[src/rtl/pcie_tx_arbiter_if.sv]
// ---------------------------------------------------------------------------
// pcie_tx_arbiter_if
//   Bundles the request side (NREQ AXI-stream sources), the single slot-facing
//   s_axis_tx channel and the slot's config-TLP handshake.
//
//   Modports:
//     slave  : the arbiter's view. It receives the requester streams and
//              tx_buf_av/tx_cfg_req, and drives req_tready, s_axis_tx_* and
//              tx_cfg_gnt.
//     master : the surrounding environment (requesters plus slot), i.e. the
//              mirror image of slave.
//
//   Signals:
//     req_tdata   NREQ*64  per-requester data, port i at [64i+63:64i]
//     req_tkeep   NREQ*8   per-requester byte enables
//     req_tlast   NREQ     per-requester end of TLP
//     req_tvalid  NREQ     per-requester valid
//     req_tready  NREQ     per-requester ready
//     s_axis_tx_* 64/8/1/1 stream to the slot, tready back from the slot
//     tx_buf_av   6        free transmit buffers reported by the slot
//     tx_cfg_req  1        core requests the channel for a config TLP
//     tx_cfg_gnt  1        grant to the core
// ---------------------------------------------------------------------------
interface pcie_tx_arbiter_if #(
    parameter int NREQ = 4
) ();
    logic [NREQ*64-1:0] req_tdata;
    logic [NREQ*8-1:0]  req_tkeep;
    logic [NREQ-1:0]    req_tlast;
    logic [NREQ-1:0]    req_tvalid;
    logic [NREQ-1:0]    req_tready;

    logic [63:0]        s_axis_tx_tdata;
    logic [7:0]         s_axis_tx_tkeep;
    logic               s_axis_tx_tlast;
    logic               s_axis_tx_tvalid;
    logic               s_axis_tx_tready;

    logic [5:0]         tx_buf_av;
    logic               tx_cfg_req;
    logic               tx_cfg_gnt;

    modport slave (
        input  req_tdata, req_tkeep, req_tlast, req_tvalid,
        output req_tready,
        output s_axis_tx_tdata, s_axis_tx_tkeep, s_axis_tx_tlast, s_axis_tx_tvalid,
        input  s_axis_tx_tready,
        input  tx_buf_av, tx_cfg_req,
        output tx_cfg_gnt
    );

    modport master (
        output req_tdata, req_tkeep, req_tlast, req_tvalid,
        input  req_tready,
        input  s_axis_tx_tdata, s_axis_tx_tkeep, s_axis_tx_tlast, s_axis_tx_tvalid,
        output s_axis_tx_tready,
        output tx_buf_av, tx_cfg_req,
        input  tx_cfg_gnt
    );
endinterface

[src/rtl/pcie_tx_arbiter.sv]
// ---------------------------------------------------------------------------
// pcie_tx_arbiter
//   Shares the slot's single s_axis_tx channel among NREQ TLP generators.
//   Round-robin arbitration happens only between TLPs; a granted port is
//   passed straight through (combinationally) until its tlast beat is
//   accepted. The block also owns tx_cfg_req/tx_cfg_gnt so the core only
//   inserts config TLPs between user packets.
//
//   Ports:
//     user_clk      transmit clock from the slot
//     user_reset_n  synchronous active-low reset
//     bus           pcie_tx_arbiter_if.slave (requesters, s_axis_tx, cfg
//                   handshake, tx_buf_av)
//     active_port   index of the current or last granted requester
//     pkt_count     completed user TLPs, wraps 0xFFFF -> 0
//
//   SELW must equal clog2(NREQ); MIN_BUF is the tx_buf_av needed to start a
//   user packet (not re-checked mid-packet).
// ---------------------------------------------------------------------------
module pcie_tx_arbiter #(
    parameter int NREQ    = 4,
    parameter int MIN_BUF = 1,
    parameter int SELW    = 2
) (
    input  logic              user_clk,
    input  logic              user_reset_n,
    pcie_tx_arbiter_if.slave  bus,
    output logic [SELW-1:0]   active_port,
    output logic [15:0]       pkt_count
);

    typedef enum logic [1:0] {
        IDLE = 2'd0,
        PKT  = 2'd1,
        CFG  = 2'd2
    } state_t;

    state_t          state;
    state_t          state_nxt;
    logic [SELW-1:0] sel;
    logic [SELW-1:0] last_winner;

    logic [SELW-1:0] grant_idx;
    logic            grant_found;
    logic [SELW-1:0] cand;
    logic            pkt_live;
    logic            beat_end;

    // The pass-through is also cut while reset is held, so no beat leaks
    // to the slot during the reset cycle of an abandoned packet.
    assign pkt_live = (state == PKT) && user_reset_n;
    assign beat_end = pkt_live && bus.req_tvalid[sel] && bus.s_axis_tx_tready
                      && bus.req_tlast[sel];

    assign active_port = sel;

    // Round-robin pick: first valid port after last_winner, wrapping.
    // NOTE: combinational blocks use blocking '=' and assign a default to
    // every variable first, so no path can leave one unassigned (a latch).
    always_comb begin
        grant_found = 1'b0;
        grant_idx   = '0;
        cand        = '0;
        for (int k = 1; k <= NREQ; k++) begin
            cand = SELW'((int'(last_winner) + k) % NREQ);
            if (!grant_found && bus.req_tvalid[cand]) begin
                grant_found = 1'b1;
                grant_idx   = cand;
            end
        end
    end

    // State register. An unused encoding is caught by the next-state
    // default and returns to IDLE on the following edge.
    // NOTE: sequential state is only ever written with non-blocking '<='.
    always_ff @(posedge user_clk) begin
        if (!user_reset_n) begin
            state <= IDLE;
        end else begin
            state <= state_nxt;
        end
    end

    // Next-state logic. Config requests win over starting a user packet,
    // but never interrupt one already in flight.
    always_comb begin
        state_nxt = state;
        case (state)
            IDLE: begin
                if (bus.tx_cfg_req) begin
                    state_nxt = CFG;
                end else if (grant_found && int'(bus.tx_buf_av) >= MIN_BUF) begin
                    state_nxt = PKT;
                end
            end
            PKT: begin
                if (beat_end) begin
                    state_nxt = IDLE;
                end
            end
            CFG: begin
                if (!bus.tx_cfg_req) begin
                    state_nxt = IDLE;
                end
            end
            default: state_nxt = IDLE;
        endcase
    end

    // Output logic: pass-through of port sel in PKT, everything idle
    // otherwise. tx_cfg_gnt decodes the state register, so it is glitch-free
    // and drops on the edge that samples tx_cfg_req low.
    always_comb begin
        bus.s_axis_tx_tdata  = '0;
        bus.s_axis_tx_tkeep  = '0;
        bus.s_axis_tx_tlast  = 1'b0;
        bus.s_axis_tx_tvalid = 1'b0;
        bus.req_tready       = '0;
        bus.tx_cfg_gnt       = (state == CFG);
        if (pkt_live) begin
            bus.s_axis_tx_tdata  = bus.req_tdata[{sel, 6'd0} +: 64];
            bus.s_axis_tx_tkeep  = bus.req_tkeep[{sel, 3'd0} +: 8];
            bus.s_axis_tx_tlast  = bus.req_tlast[sel];
            bus.s_axis_tx_tvalid = bus.req_tvalid[sel];
            bus.req_tready[sel]  = bus.s_axis_tx_tready;
        end
    end

    // Grant bookkeeping. last_winner only moves when a user TLP completes,
    // so config grants and reset-abandoned packets leave priority unchanged.
    always_ff @(posedge user_clk) begin
        if (!user_reset_n) begin
            sel         <= '0;
            last_winner <= SELW'(NREQ - 1);
            pkt_count   <= '0;
        end else begin
            if (state == IDLE && state_nxt == PKT) begin
                sel <= grant_idx;
            end
            if (beat_end) begin
                last_winner <= sel;
                pkt_count   <= pkt_count + 16'd1;
            end
        end
    end

endmodule

[src/flat_wrapper.sv]
// flat-port wrapper written by rule: the top's interface ports become plain ports
module pcie_tx_arbiter_flat 
#(
    parameter int NREQ    = 4,
    parameter int MIN_BUF = 1,
    parameter int SELW    = 2
)
  (user_clk, user_reset_n, active_port, pkt_count, bus_req_tdata, bus_req_tkeep, bus_req_tlast, bus_req_tvalid, bus_req_tready, bus_s_axis_tx_tdata, bus_s_axis_tx_tkeep, bus_s_axis_tx_tlast, bus_s_axis_tx_tvalid, bus_s_axis_tx_tready, bus_tx_buf_av, bus_tx_cfg_req, bus_tx_cfg_gnt);
  pcie_tx_arbiter_if #(.NREQ(NREQ)) bus_i ();
  input  logic user_clk;
  input  logic user_reset_n;
  output logic [SELW-1:0] active_port;
  output logic [15:0] pkt_count;
  input wire logic [$bits(bus_i.req_tdata)-1:0] bus_req_tdata;
  input wire logic [$bits(bus_i.req_tkeep)-1:0] bus_req_tkeep;
  input wire logic [$bits(bus_i.req_tlast)-1:0] bus_req_tlast;
  input wire logic [$bits(bus_i.req_tvalid)-1:0] bus_req_tvalid;
  output wire logic [$bits(bus_i.req_tready)-1:0] bus_req_tready;
  output wire logic [$bits(bus_i.s_axis_tx_tdata)-1:0] bus_s_axis_tx_tdata;
  output wire logic [$bits(bus_i.s_axis_tx_tkeep)-1:0] bus_s_axis_tx_tkeep;
  output wire logic [$bits(bus_i.s_axis_tx_tlast)-1:0] bus_s_axis_tx_tlast;
  output wire logic [$bits(bus_i.s_axis_tx_tvalid)-1:0] bus_s_axis_tx_tvalid;
  input wire logic [$bits(bus_i.s_axis_tx_tready)-1:0] bus_s_axis_tx_tready;
  input wire logic [$bits(bus_i.tx_buf_av)-1:0] bus_tx_buf_av;
  input wire logic [$bits(bus_i.tx_cfg_req)-1:0] bus_tx_cfg_req;
  output wire logic [$bits(bus_i.tx_cfg_gnt)-1:0] bus_tx_cfg_gnt;
  assign bus_i.req_tdata = bus_req_tdata;
  assign bus_i.req_tkeep = bus_req_tkeep;
  assign bus_i.req_tlast = bus_req_tlast;
  assign bus_i.req_tvalid = bus_req_tvalid;
  assign bus_req_tready = bus_i.req_tready;
  assign bus_s_axis_tx_tdata = bus_i.s_axis_tx_tdata;
  assign bus_s_axis_tx_tkeep = bus_i.s_axis_tx_tkeep;
  assign bus_s_axis_tx_tlast = bus_i.s_axis_tx_tlast;
  assign bus_s_axis_tx_tvalid = bus_i.s_axis_tx_tvalid;
  assign bus_i.s_axis_tx_tready = bus_s_axis_tx_tready;
  assign bus_i.tx_buf_av = bus_tx_buf_av;
  assign bus_i.tx_cfg_req = bus_tx_cfg_req;
  assign bus_tx_cfg_gnt = bus_i.tx_cfg_gnt;
  pcie_tx_arbiter #(.NREQ(NREQ), .MIN_BUF(MIN_BUF), .SELW(SELW)) u_core (.user_clk(user_clk), .user_reset_n(user_reset_n), .bus(bus_i), .active_port(active_port), .pkt_count(pkt_count));
endmodule
[config.mk]
export PLATFORM = sky130hd
export DESIGN_NAME = pcie_tx_arbiter_flat
export DESIGN_NICKNAME = d
export VERILOG_FILES = /design/src/rtl/pcie_tx_arbiter_if.sv /design/src/rtl/pcie_tx_arbiter.sv /design/src/flat_wrapper.sv
export SDC_FILE = /design/constraint.sdc
export NUM_CORES = 1
export LEC_CHECK = 0
export CORE_AREA = 2 2 158 160
export CTS_CLUSTER_DIAMETER = 150
export CTS_CLUSTER_SIZE = 10
export DETAILED_ROUTE_END_ITERATION = 10
export DIE_AREA = 0 0 160 162
export PLACE_DENSITY = 0.59
export SLEW_MARGIN = 20
export SYNTH_ARGS = -nofsm -noshare
export SYNTH_HDL_FRONTEND = slang
export SYNTH_SLANG_ARGS = --single-unit
[constraint.sdc]
create_clock -name user_clk -period 3.6 [get_ports user_clk]
set_input_delay 1.08 -clock user_clk [delete_from_list [all_inputs] [get_ports user_clk]]
set_output_delay 1.08 -clock user_clk [all_outputs]
set_load 0.005 [all_outputs]
==> results.sh <==
export IMPL_antenna_found_initial=2
export IMPL_slowest_stage="mux4_2"
export IMPL_hold_viol=0
export IMPL_crit_chain="clkdlybuf4s50_1 > mux4_2 > nor2b_1 > dlygate4sd2_1"
export IMPL_dp_slack_ns=-0.267
export IMPL_slew_headroom_pct=65.0
export IMPL_coreArea_um2=24100
export IMPL_rows=57
export IMPL_grt_ovfl_total=0
export IMPL_ir_worst_vdd_v=0.000152
export IMPL_area_delta_synth_final_pct=130
export IMPL_yosysWarningCount=0
export IMPL_p_int_mw=1.02
export IMPL_cts_root_buf="clkbuf_16"
export IMPL_dr_pass1_iters=5
export IMPL_setup_slack_ns=0.0449
export IMPL_power_mw=1.42
export IMPL_status="finished, final reports clean"
export IMPL_holdWs_ns=0.483
export IMPL_wl_mm=23.6
export IMPL_rsz0062_at_grt="false"
export IMPL_cts_inserted_buffers=3
export IMPL_ant_nets=0
export IMPL_clock_path_buffers=2
export IMPL_synth_edf_count=0
export IMPL_final_area_um2=8110
export IMPL_synth_adder_area_share_pct=0.356
export IMPL_grt_pass1_vias=4843
export IMPL_finalSetupViolCount=0
export IMPL_slew_violations=0
export IMPL_crit_fanout=2
export IMPL_cts_num_sinks=22
export IMPL_clk_pin_slew_ns=0.06
export IMPL_netSwitchingPower_mw=0.399
export IMPL_synth_cell_types=41
export IMPL_avgSynthCellArea_um2=10.6
export IMPL_maxCapViolCount=0
export IMPL_synth_top_family_by_area="multiplexers"
export IMPL_worstSkewPairLatency_ns=0.25
export IMPL_power_share_combinational_pct=64.0
export IMPL_startpoint_type="primary input"
export IMPL_postPlaceCellArea_um2=8060
export IMPL_vias_per_cell=4.44
export IMPL_grt_pass1_wl_mm=33.5
export IMPL_hold_path_class="register to register"
export IMPL_synth_area_leaders="mux4_2, nor2b_1, dfxtp_1"
export IMPL_whs_path_depth=2
export IMPL_power_frac_seq_pct=19.3
export IMPL_io_buffers=402
export IMPL_async_flop_share_pct=0
export IMPL_synth_compound_area_share_pct=8.29
export IMPL_cts_hold_buffers=0
export IMPL_drtIter0Drc=299
export IMPL_die_area_um2=25900
export IMPL_yosysTopAreaCellShare_pct=48.6
export IMPL_synthMuxAreaShare_pct=49.8
export IMPL_endpoint_kind="output port"
export IMPL_nets=1037
export IMPL_max_freq_ghz=0.281
export IMPL_io_pins=403
export IMPL_wl_per_cell_um=22.3
export IMPL_netlist_instances=332
export IMPL_worstPathRequired_ns=2.52
export IMPL_final_layout_size_suffix_gt1_share_pct=15.1
export IMPL_max_stage_delay_ns=0.54
export IMPL_cts_tree="yes"
export IMPL_powerDensity_nw_per_um2=175
export IMPL_place_hpwl_mm=19.1
export IMPL_synth_xor_area_share_pct=0
export IMPL_reg2reg_depth=5
export IMPL_tightest_slew_ns=0.524
export IMPL_crit_type="primary input to output port"
export IMPL_leakage_nw=3.10
export IMPL_grtUsageTotal_pct=17.1
export IMPL_gp_congestion=0.886
export IMPL_drcViolationCount=0
export IMPL_fin_crit_sh_pct=98.8
export IMPL_swShare_pct=28.1
export IMPL_ys_ff_latch=22
export IMPL_synth_ff_type="dfxtp_1"
export IMPL_syn_num_nets=639
export IMPL_ys_seq_area_share_pct=12.5
export IMPL_cts_htree_levels=1
export IMPL_cp_arrival_ns=2.48
export IMPL_netlist_area_um2=3520
export IMPL_synth_simple_gate_area_share_pct=23.9
export IMPL_fp_dieW_um=160
export IMPL_initial_utilization_pct=14.6
export IMPL_fin_crit_ns=3.56
export IMPL_die_h_um=162
export IMPL_fin_skew_ns=0.00611
export IMPL_grt_max_degree=38
export IMPL_synth_top_area_cell="mux4_2"
export IMPL_num_vias=4679
export IMPL_pwr_share_clk_pct=16.8
state kept, by name, summed over array words and instances (netlist names):
register and flops:
u_core.pkt_count 16, u_core.state 2, u_core.active_port 2, u_core.last_winner 2
cells by family after synthesis:
kind of cell,Yosys count
DFF,22
buffers and inverters,43
muxes,80
adders and majority gates,1
AOI/OAI and AO/OA,45
and+or+nand+nor,141
layout by cell type, fill, tap and decap left out, types with 3 or more instances in the layout:
master / count
o221ai_1: 3
inv_1: 5
and2_1: 4
buf_4: 19
mux2i_1: 4
and3_1: 3
mux4_2: 76
nor3_1: 4
clkdlybuf4s50_1: 311
dfxtp_1: 20
nand4_1: 3
or3_1: 3
nor2_1: 3
dlygate4sd2_1: 88
nor2b_1: 75
o31ai_1: 8
buf_12: 6
nand2_1: 17
a211oi_1: 3
a21oi_1: 13
dlymetal6s2s_1: 3
nand3_1: 9
nor4_1: 4
clkbuf_16: 3
or4_1: 8
o21ai_1: 7
routing by layer:
| layer | vias up | routed length, um | GRT usage [%] |
|---|---|---|---|
| li1 | 2131 | - | - |
| met1 | 2314 | 9570 | 21.4 |
| met2 | 212 | 11800 | 30.7 |
| met3 | 20 | 1780 | 3.91 |
| met4 | 2 | 359 | 2.83 |
| met5 | - | 13 | 0 |
cell type report:
type | count | area (um^2)
clock inverters | 1 | 3.75
repair buffers | 429 | 4240
clock buffers | 3 | 75.1
well taps | 324 | 405
inverters | 7 | 26.3
flip-flops and latches | 22 | 448
multi-input cells | 267 | 2900
fillers | 2528 | 16000
diodes | 2 | 5.00
power groups by stage:
| stage | sequential [mW] | combinational (mW) | clock [mW] |
|---|---|---|---|
| floorplan | 0.259 | 0.403 | 0 |
| global placement | 0.279 | 0.923 | 0 |
| detailed placement | 0.279 | 0.921 | 0 |
| CTS | 0.274 | 0.915 | 0.242 |
| global route | 0.275 | 0.960 | 0.252 |
| finish | 0.273 | 0.907 | 0.238 |
stage by stage:
step	TNS [ns]	utilization (%)	cells
6_report	0	33.6	1055
5_1_grt	0	33.6	1053
4_1_cts	0	33.6	1053
3_5_place_dp	-11.77	33.4	1046
3_3_place_gp	-10.55	33.4	1046
2_1_floorplan	0	-	332
synthesized netlist by cell type (2+ instances only):
cell type and count:
nor2_1 3, and2_1 4, o21ai_1 7, buf_4 2
buf_2 9, o31ai_1 8, o221ai_1 3, a211oi_1 3
and4_1 2, or3_1 3, or4_1 8, nand4_1 3
dfxtp_1 22, nor2b_1 75, o21ai_0 2, a21oi_1 13
o311ai_1 2, mux4_2 76, nand3_1 9, clkbuf_1 23
a221oi_1 2, nand2_1 17, inv_1 5, and3_1 3
buf_1 2, nor3_1 4, mux2i_1 4, nor4_1 4
inv_2 2
critical path, delay by kind of cell:
kind | cells | cell delay, ns
buffers and inverters | 2 | 0.69
multiplexers | 1 | 0.54
AND/OR/NAND/NOR | 1 | 0.16
timing repair:
action,4_1_cts,5_1_grt
pin swaps,0,0
gates cloned,2,0
gates resized for setup,89,3
setup buffers,1,0
endpoints found under the setup margin,78,3
worst paths after layout:
check                                           start                       to  slack, ns
worst max-delay path               bus_req_tdata[222]  bus_s_axis_tx_tdata[30]       0.04
worst min-delay path              u_core.pkt_count[6]      u_core.pkt_count[6]       0.48
worst max register to register  u_core.active_port[1]      u_core.pkt_count[9]       1.16
worst min register to register    u_core.pkt_count[6]      u_core.pkt_count[6]       0.48
Power figures use the tool's default switching activity.
